===== config.mk =====
export PLATFORM = sky130hd
export DESIGN_NAME = arrow_track_flat
export DESIGN_NICKNAME = d
export VERILOG_FILES = /design/src/rtl/arrow_track_pkg.sv /design/src/rtl/arrow_track_if.sv /design/src/rtl/arrow_track_judge.sv /design/src/rtl/arrow_track.sv /design/src/flat_wrapper.sv
export SDC_FILE = /design/constraint.sdc
export NUM_CORES = 1
export LEC_CHECK = 0
export BUFFER_PORTS_ARGS = -buffer_cell sky130_fd_sc_hd__buf_2
export CORE_UTILIZATION = 54
export DETAILED_ROUTE_END_ITERATION = 10
export MAX_ROUTING_LAYER = met4
export PLACE_DENSITY = 0.81
export SKIP_CTS_REPAIR_TIMING = 1
export SYNTH_ARGS = -nofsm -noshare
export SYNTH_HDL_FRONTEND = slang
export SYNTH_SLANG_ARGS = --single-unit

===== constraint.sdc =====
create_clock -name clk -period 2.3 [get_ports clk]
set_input_delay 0.115 -clock clk [delete_from_list [all_inputs] [get_ports clk]]
set_output_delay 0.115 -clock clk [all_outputs]
set_load 0.02 [all_outputs]

===== src/rtl/arrow_track_pkg.sv =====
// Shared constants for the arrow track: default geometry and lane bit order.
package arrow_track_pkg;

  localparam int NUM_LANES_DEF = 4;
  localparam int DEPTH_DEF     = 4;
  localparam int COMBO_W_DEF   = 8;

  // Lane bit positions inside a row mask
  typedef enum int {
    LANE_UP    = 0,
    LANE_DOWN  = 1,
    LANE_LEFT  = 2,
    LANE_RIGHT = 3
  } lane_e;

endpackage


===== src/rtl/arrow_track_if.sv =====
// Chart-side inputs and judge/display-side outputs of the arrow track.
interface arrow_track_if
  import arrow_track_pkg::*;
#(
  parameter int NUM_LANES = NUM_LANES_DEF,
  parameter int DEPTH     = DEPTH_DEF,
  parameter int COMBO_W   = COMBO_W_DEF
);
  logic                         step_i;
  logic [NUM_LANES-1:0]         next_row_i;
  logic [NUM_LANES-1:0]         press_i;
  logic                         pause_i;
  logic                         flush_i;
  logic [DEPTH*NUM_LANES-1:0]   rows_o;
  logic                         hit_o;
  logic [NUM_LANES-1:0]         hit_lanes_o;
  logic                         miss_o;
  logic [NUM_LANES-1:0]         miss_lanes_o;
  logic                         bad_o;
  logic [COMBO_W-1:0]           combo_o;

  modport master (
    output step_i, next_row_i, press_i, pause_i, flush_i,
    input  rows_o, hit_o, hit_lanes_o, miss_o, miss_lanes_o, bad_o, combo_o
  );

  modport slave (
    input  step_i, next_row_i, press_i, pause_i, flush_i,
    output rows_o, hit_o, hit_lanes_o, miss_o, miss_lanes_o, bad_o, combo_o
  );
endinterface


===== src/rtl/arrow_track_judge.sv =====
// Combinational judge of one target row against the current presses.
module arrow_judge
  import arrow_track_pkg::*;
#(
  parameter int NUM_LANES = NUM_LANES_DEF
) (
  input  logic [NUM_LANES-1:0] tgt_i,
  input  logic [NUM_LANES-1:0] press_i,
  input  logic                 step_i,
  input  logic                 act_i,
  output logic [NUM_LANES-1:0] hit_o,
  output logic [NUM_LANES-1:0] bad_o,
  output logic [NUM_LANES-1:0] miss_o,
  output logic [NUM_LANES-1:0] clr_o
);

  // Masks are forced to zero outside active cycles so the event registers
  // simply capture them; a lane pressed on the departing row counts as a hit.
  always_comb begin
    hit_o  = '0;
    bad_o  = '0;
    miss_o = '0;
    if (act_i) begin
      hit_o = press_i & tgt_i;
      bad_o = press_i & ~tgt_i;
      if (step_i) miss_o = tgt_i & ~press_i;
    end
    clr_o = tgt_i & ~hit_o;
  end

endmodule


===== src/rtl/arrow_track.sv =====
// Arrow row shift buffer with press judging, event pulses and combo counter.
module arrow_track
  import arrow_track_pkg::*;
#(
  parameter int NUM_LANES = NUM_LANES_DEF,
  parameter int DEPTH     = DEPTH_DEF,
  parameter int COMBO_W   = COMBO_W_DEF
) (
  input  logic          clk,
  input  logic          rst_n,
  arrow_track_if.slave  bus
);

  logic [DEPTH-1:0][NUM_LANES-1:0] rows_q, rows_d;
  logic [COMBO_W-1:0]              combo_q, combo_d;
  logic                            hit_q, miss_q, bad_q;
  logic [NUM_LANES-1:0]            hit_lanes_q, miss_lanes_q;

  logic                 act;
  logic [NUM_LANES-1:0] hit_m, bad_m, miss_m, clr_m;

  assign act = !bus.pause_i && !bus.flush_i;

  arrow_judge #(.NUM_LANES(NUM_LANES)) u_judge (
    .tgt_i   (rows_q[DEPTH-1]),
    .press_i (bus.press_i),
    .step_i  (bus.step_i),
    .act_i   (act),
    .hit_o   (hit_m),
    .bad_o   (bad_m),
    .miss_o  (miss_m),
    .clr_o   (clr_m)
  );

  // Row update: flush clears, a step shifts toward the target, otherwise hit lanes drop out of the target
  always_comb begin
    rows_d = rows_q;
    if (bus.flush_i) begin
      rows_d = '0;
    end else if (act) begin
      if (bus.step_i) begin
        for (int r = 1; r < DEPTH; r++) rows_d[r] = rows_q[r-1];
        rows_d[0] = bus.next_row_i;
      end else begin
        rows_d[DEPTH-1] = clr_m;
      end
    end
  end

  // Combo: any miss/bad breaks it, otherwise one increment per hitting cycle, saturating
  always_comb begin
    combo_d = combo_q;
    if (bus.flush_i)                 combo_d = '0;
    else if (|miss_m || |bad_m)      combo_d = '0;
    else if (|hit_m && combo_q != '1) combo_d = combo_q + COMBO_W'(1);
  end

  // State registers
  always_ff @(posedge clk or negedge rst_n) begin
    if (!rst_n) begin
      rows_q  <= '0;
      combo_q <= '0;
    end else begin
      rows_q  <= rows_d;
      combo_q <= combo_d;
    end
  end

  // Event registers; judge masks are already zero when not active
  always_ff @(posedge clk or negedge rst_n) begin
    if (!rst_n) begin
      hit_q        <= 1'b0;
      miss_q       <= 1'b0;
      bad_q        <= 1'b0;
      hit_lanes_q  <= '0;
      miss_lanes_q <= '0;
    end else begin
      hit_q        <= |hit_m;
      miss_q       <= |miss_m;
      bad_q        <= |bad_m;
      hit_lanes_q  <= hit_m;
      miss_lanes_q <= miss_m;
    end
  end

  assign bus.rows_o       = rows_q;
  assign bus.combo_o      = combo_q;
  assign bus.hit_o        = hit_q;
  assign bus.hit_lanes_o  = hit_lanes_q;
  assign bus.miss_o       = miss_q;
  assign bus.miss_lanes_o = miss_lanes_q;
  assign bus.bad_o        = bad_q;

endmodule


===== src/flat_wrapper.sv =====
// flat-port wrapper written by rule: the top's interface ports become plain ports
module arrow_track_flat import arrow_track_pkg::*;
#(
  parameter int NUM_LANES = NUM_LANES_DEF,
  parameter int DEPTH     = DEPTH_DEF,
  parameter int COMBO_W   = COMBO_W_DEF
)
  (clk, rst_n, bus_step_i, bus_next_row_i, bus_press_i, bus_pause_i, bus_flush_i, bus_rows_o, bus_hit_o, bus_hit_lanes_o, bus_miss_o, bus_miss_lanes_o, bus_bad_o, bus_combo_o);
  arrow_track_if #(.NUM_LANES(NUM_LANES), .DEPTH(DEPTH), .COMBO_W(COMBO_W)) bus_i ();
  input  logic clk;
  input  logic rst_n;
  input wire logic [$bits(bus_i.step_i)-1:0] bus_step_i;
  input wire logic [$bits(bus_i.next_row_i)-1:0] bus_next_row_i;
  input wire logic [$bits(bus_i.press_i)-1:0] bus_press_i;
  input wire logic [$bits(bus_i.pause_i)-1:0] bus_pause_i;
  input wire logic [$bits(bus_i.flush_i)-1:0] bus_flush_i;
  output wire logic [$bits(bus_i.rows_o)-1:0] bus_rows_o;
  output wire logic [$bits(bus_i.hit_o)-1:0] bus_hit_o;
  output wire logic [$bits(bus_i.hit_lanes_o)-1:0] bus_hit_lanes_o;
  output wire logic [$bits(bus_i.miss_o)-1:0] bus_miss_o;
  output wire logic [$bits(bus_i.miss_lanes_o)-1:0] bus_miss_lanes_o;
  output wire logic [$bits(bus_i.bad_o)-1:0] bus_bad_o;
  output wire logic [$bits(bus_i.combo_o)-1:0] bus_combo_o;
  assign bus_i.step_i = bus_step_i;
  assign bus_i.next_row_i = bus_next_row_i;
  assign bus_i.press_i = bus_press_i;
  assign bus_i.pause_i = bus_pause_i;
  assign bus_i.flush_i = bus_flush_i;
  assign bus_rows_o = bus_i.rows_o;
  assign bus_hit_o = bus_i.hit_o;
  assign bus_hit_lanes_o = bus_i.hit_lanes_o;
  assign bus_miss_o = bus_i.miss_o;
  assign bus_miss_lanes_o = bus_i.miss_lanes_o;
  assign bus_bad_o = bus_i.bad_o;
  assign bus_combo_o = bus_i.combo_o;
  arrow_track #(.NUM_LANES(NUM_LANES), .DEPTH(DEPTH), .COMBO_W(COMBO_W)) u_core (.clk(clk), .rst_n(rst_n), .bus(bus_i));
endmodule

==> summary by stage <==
Status
The run finished with clean final reports.

Placement
The placed wire-length estimate is 2435 µm. The post-place setup slack is 0.5203 ns. The number of buffers added on ports is 47. The routability congestion estimate from global placement is 0.8683.

Floorplan
The die is 55.58 µm wide. In this run the vertical extent of the chip is 55.58 µm. In this run the core area contains 19 standard-cell rows. The die covers 3089 µm². The starting density of the core is 56.70%. The core region is 2734 µm². The number of top-level pins is 48.

Logic synthesis
Of all flip-flops after synthesis, the portion carrying an async set or reset was 100.0%. Counting every net in the synthesized netlist gives 175. The mean instance size in the synthesized netlist is 9.629 µm². After synthesis the cells add up to 1550 µm². Synthesis handed over a netlist of 161 instances. The synthesis-stage register bit count is 35. After synthesis, flip-flops and latches occupy 56.50% of the total area. The number of flops mapped to enable cells by yosys is 0. The primary flip-flop cell chosen by synthesis mapping is sky130_fd_sc_hd__dfrtp_1. The count of synthesis-stage warnings from yosys is 0. The number of different library cells in the post-synthesis netlist is 31.

Detailed routing
Summed over all layers, the routed wires come to 3351 µm. The count of antenna-violating nets left after detailed routing is 0. After the first detailed-routing iteration, the DRC count stood at 32. In the final routed layout, each cell accounts on average for 13.90 µm. In the routed design, unresolved DRC markers number 0.

The number of vias in the routed layout is 1361. Dividing the detail-routed via count by the number of cells gives 5.647. The first TritonRoute pass finished after 4 iterations.

Timing
The final period utilization is 80.90%. Across all setup checks in the final design, the least slack found is 0.4394 ns. Setup repair after global routing left no endpoint under its margin. At the pin with the least slew margin, the transition time is 0.7445 ns. The summed negative setup slack over all endpoints is 0 ns. Headroom to the max-slew limit came out at 50.37%. The setup violation total in the final timing report is 0. The count of pins over their slew limit was 0.

The maximum frequency from static timing analysis is 0.5375 GHz. The post-route minimum period is 1.861 ns. The final-report hold violation count is 0. The worst clock skew is 0.01266 ns.

Final layout
The number of antenna diodes in the final layout is 0. Relative to the synthesized area, the layout overhead comes to 19.69%. The layout net count is 224. The library cell used most frequently in the layout, excluding fill and tap cells, is sky130_fd_sc_hd__buf_2. The post-route core utilization is 67.87%.

Of the cells placed in the final design, the portion with a size suffix greater than 1 is 27.62%. In the layout the commonest cells are sky130_fd_sc_hd__buf_2 (47), sky130_fd_sc_hd__nand2_1 (36), sky130_fd_sc_hd__dfrtp_1 (35). The count of filler cells inserted in the layout is 220.

Global routing
The first global-routing pass estimated 5706 µm of wire. The initial antenna violation count is 0. The via count of the first global-routing pass was 1309. The maximum number of pins on one net before global-route repair is 36. For this run, the total global-route usage over all layers was measured as 24.55%.

For this run the aggregate overflow at the end of global routing stands at 0.

Clock tree
The clock transition time at the flip-flop clock pins of the worst setup and hold paths is 0.10 ns. The number of buffers added by the clock tree synthesis step is 5. In this run the number of H-tree levels came out at 2.

The CTS sink count is 35. TritonCTS built the clock tree. No sink is reached through more buffers than the 2 on the longest clock path. Clock tree synthesis selected as its root buffer the cell sky130_fd_sc_hd__clkbuf_4.

At the later pin of the worst-skew pair, clock insertion delay measures 0.33 ns.

Pwr
The maximum ir drop on the vdd rail is 516.3 µV. The cell area power density is 553.6 nW/µm². The static leakage is 0.9051 nW.

Setup path
The type of the setup path with the least slack is reg2reg. STA classifies the critical path startpoint as a flip-flop. The arrival time of the worst setup path is 2.10 ns. STA classifies the critical path endpoint as a flip-flop. The largest driver fanout on the critical path is 7. The worst reg-to-reg setup slack is 0.44 ns. The data required time at the worst endpoint is 2.54 ns.

Worst hold path
The min-delay analysis places its worst path in the category in2reg.

Flow run
Across the run, the number of max-cap violations was 0.
-- layer usage --
layer / wire length [µm] / vias up / global-route usage, %
li1: - / 656 / -
met5: 0 / - / -
met2: 1644 / 50 / 41.14
met4: 49 / 0 / 8.929
met1: 1432 / 649 / 27.67
met3: 224 / 6 / 7.674
-- worst max-delay path, stage by stage, from the launching register on --
cell	delay, ns
sky130_fd_sc_hd__dfrtp_1	0.46
sky130_fd_sc_hd__nand3_1	0.25
sky130_fd_sc_hd__a2111oi_0	0.68
sky130_fd_sc_hd__nor2_1	0.12
sky130_fd_sc_hd__a211oi_1	0.25
-- cell families after synthesis --
family,Yosys count,synth area share [%]
AOI/OAI and AO/OA,45,18.16
and+or+nand+nor,72,21.55
adders and majority gates,1,0.8070
buffers and inverters,8,2.985
DFF,35,56.50
-- registers in the layout (all words and copies together), names as in the netlist --
register                 count
u_core.bus.miss_o            1
u_core.bus.bad_o             1
u_core.bus.hit_lanes_o       4
u_core.bus.hit_o             1
u_core.bus.miss_lanes_o      4
u_core.bus.rows_o           16
u_core.bus.combo_o           8
-- metrics by stage --
step / cell area, µm² / hold WS, ns / instances / power, mW
2_1_floorplan: 1550 / -0.1806 / 161 / 0.6757
3_3_place_gp: 1789 / 0.2135 / 233 / 0.7090
3_5_place_dp: 1789 / 0.2264 / 233 / 0.7116
4_1_cts: 1846 / -0.1468 / 240 / 1.038
5_1_grt: 1856 / 0.003953 / 241 / 1.077
6_report: 1856 / 0.004374 / 241 / 1.027
-- final timing paths --
check | end | from | depth (start not counted)
worst max-delay path | u_core.bus.combo_o[6] | u_core.bus.combo_o[2] | 4
worst min register to register | u_core.bus.rows_o[3] | u_core.bus.rows_o[3] | 2
worst max register to register | u_core.bus.combo_o[6] | u_core.bus.combo_o[2] | 4
min in group asynchronous | u_core.bus.hit_lanes_o[1] | rst_n | 2
max in group asynchronous | u_core.bus.rows_o[15] | rst_n | 2
worst min-delay path | u_core.bus.rows_o[1] | bus_next_row_i[1] | 3
-- where the power goes --
part	internal, mW	total [mW]	switching [mW]
registers	0.620	0.624	0.00357
logic	0.0227	0.0761	0.0534
clock network	0.141	0.327	0.186
-- area by class of cell --
type / count / area [µm²] / area share, %
multi-input combinational: 118 / 628.1 / 33.85
clock buffer: 6 / 51.30 / 2.765
inverter: 1 / 3.754 / 0.2023
timing repair buffer: 49 / 252.7 / 13.62
tap: 31 / 38.79 / 2.090
sequential: 35 / 875.8 / 47.20
clock inverter: 1 / 5.005 / 0.2697
-- synthesized netlist by cell type (2+ instances only) --
library cell               number  area (µm²)
sky130_fd_sc_hd__dfrtp_1       35       875.8
sky130_fd_sc_hd__a41oi_1        4       35.03
sky130_fd_sc_hd__buf_6          2       22.52
sky130_fd_sc_hd__or3_1          3       18.77
sky130_fd_sc_hd__a21oi_1       21       105.1
sky130_fd_sc_hd__a22oi_1        2       15.01
sky130_fd_sc_hd__o21ai_0        6       30.03
sky130_fd_sc_hd__a211oi_1       3       22.52
sky130_fd_sc_hd__clkbuf_1       4       15.01
sky130_fd_sc_hd__a311oi_1       2       17.52
sky130_fd_sc_hd__nor2b_1        3       18.77
sky130_fd_sc_hd__nand2_1       36       135.1
sky130_fd_sc_hd__nand2b_1       9       56.30
sky130_fd_sc_hd__nor2_1        14       52.55
Note: power is estimated with default switching activity, not from simulation.
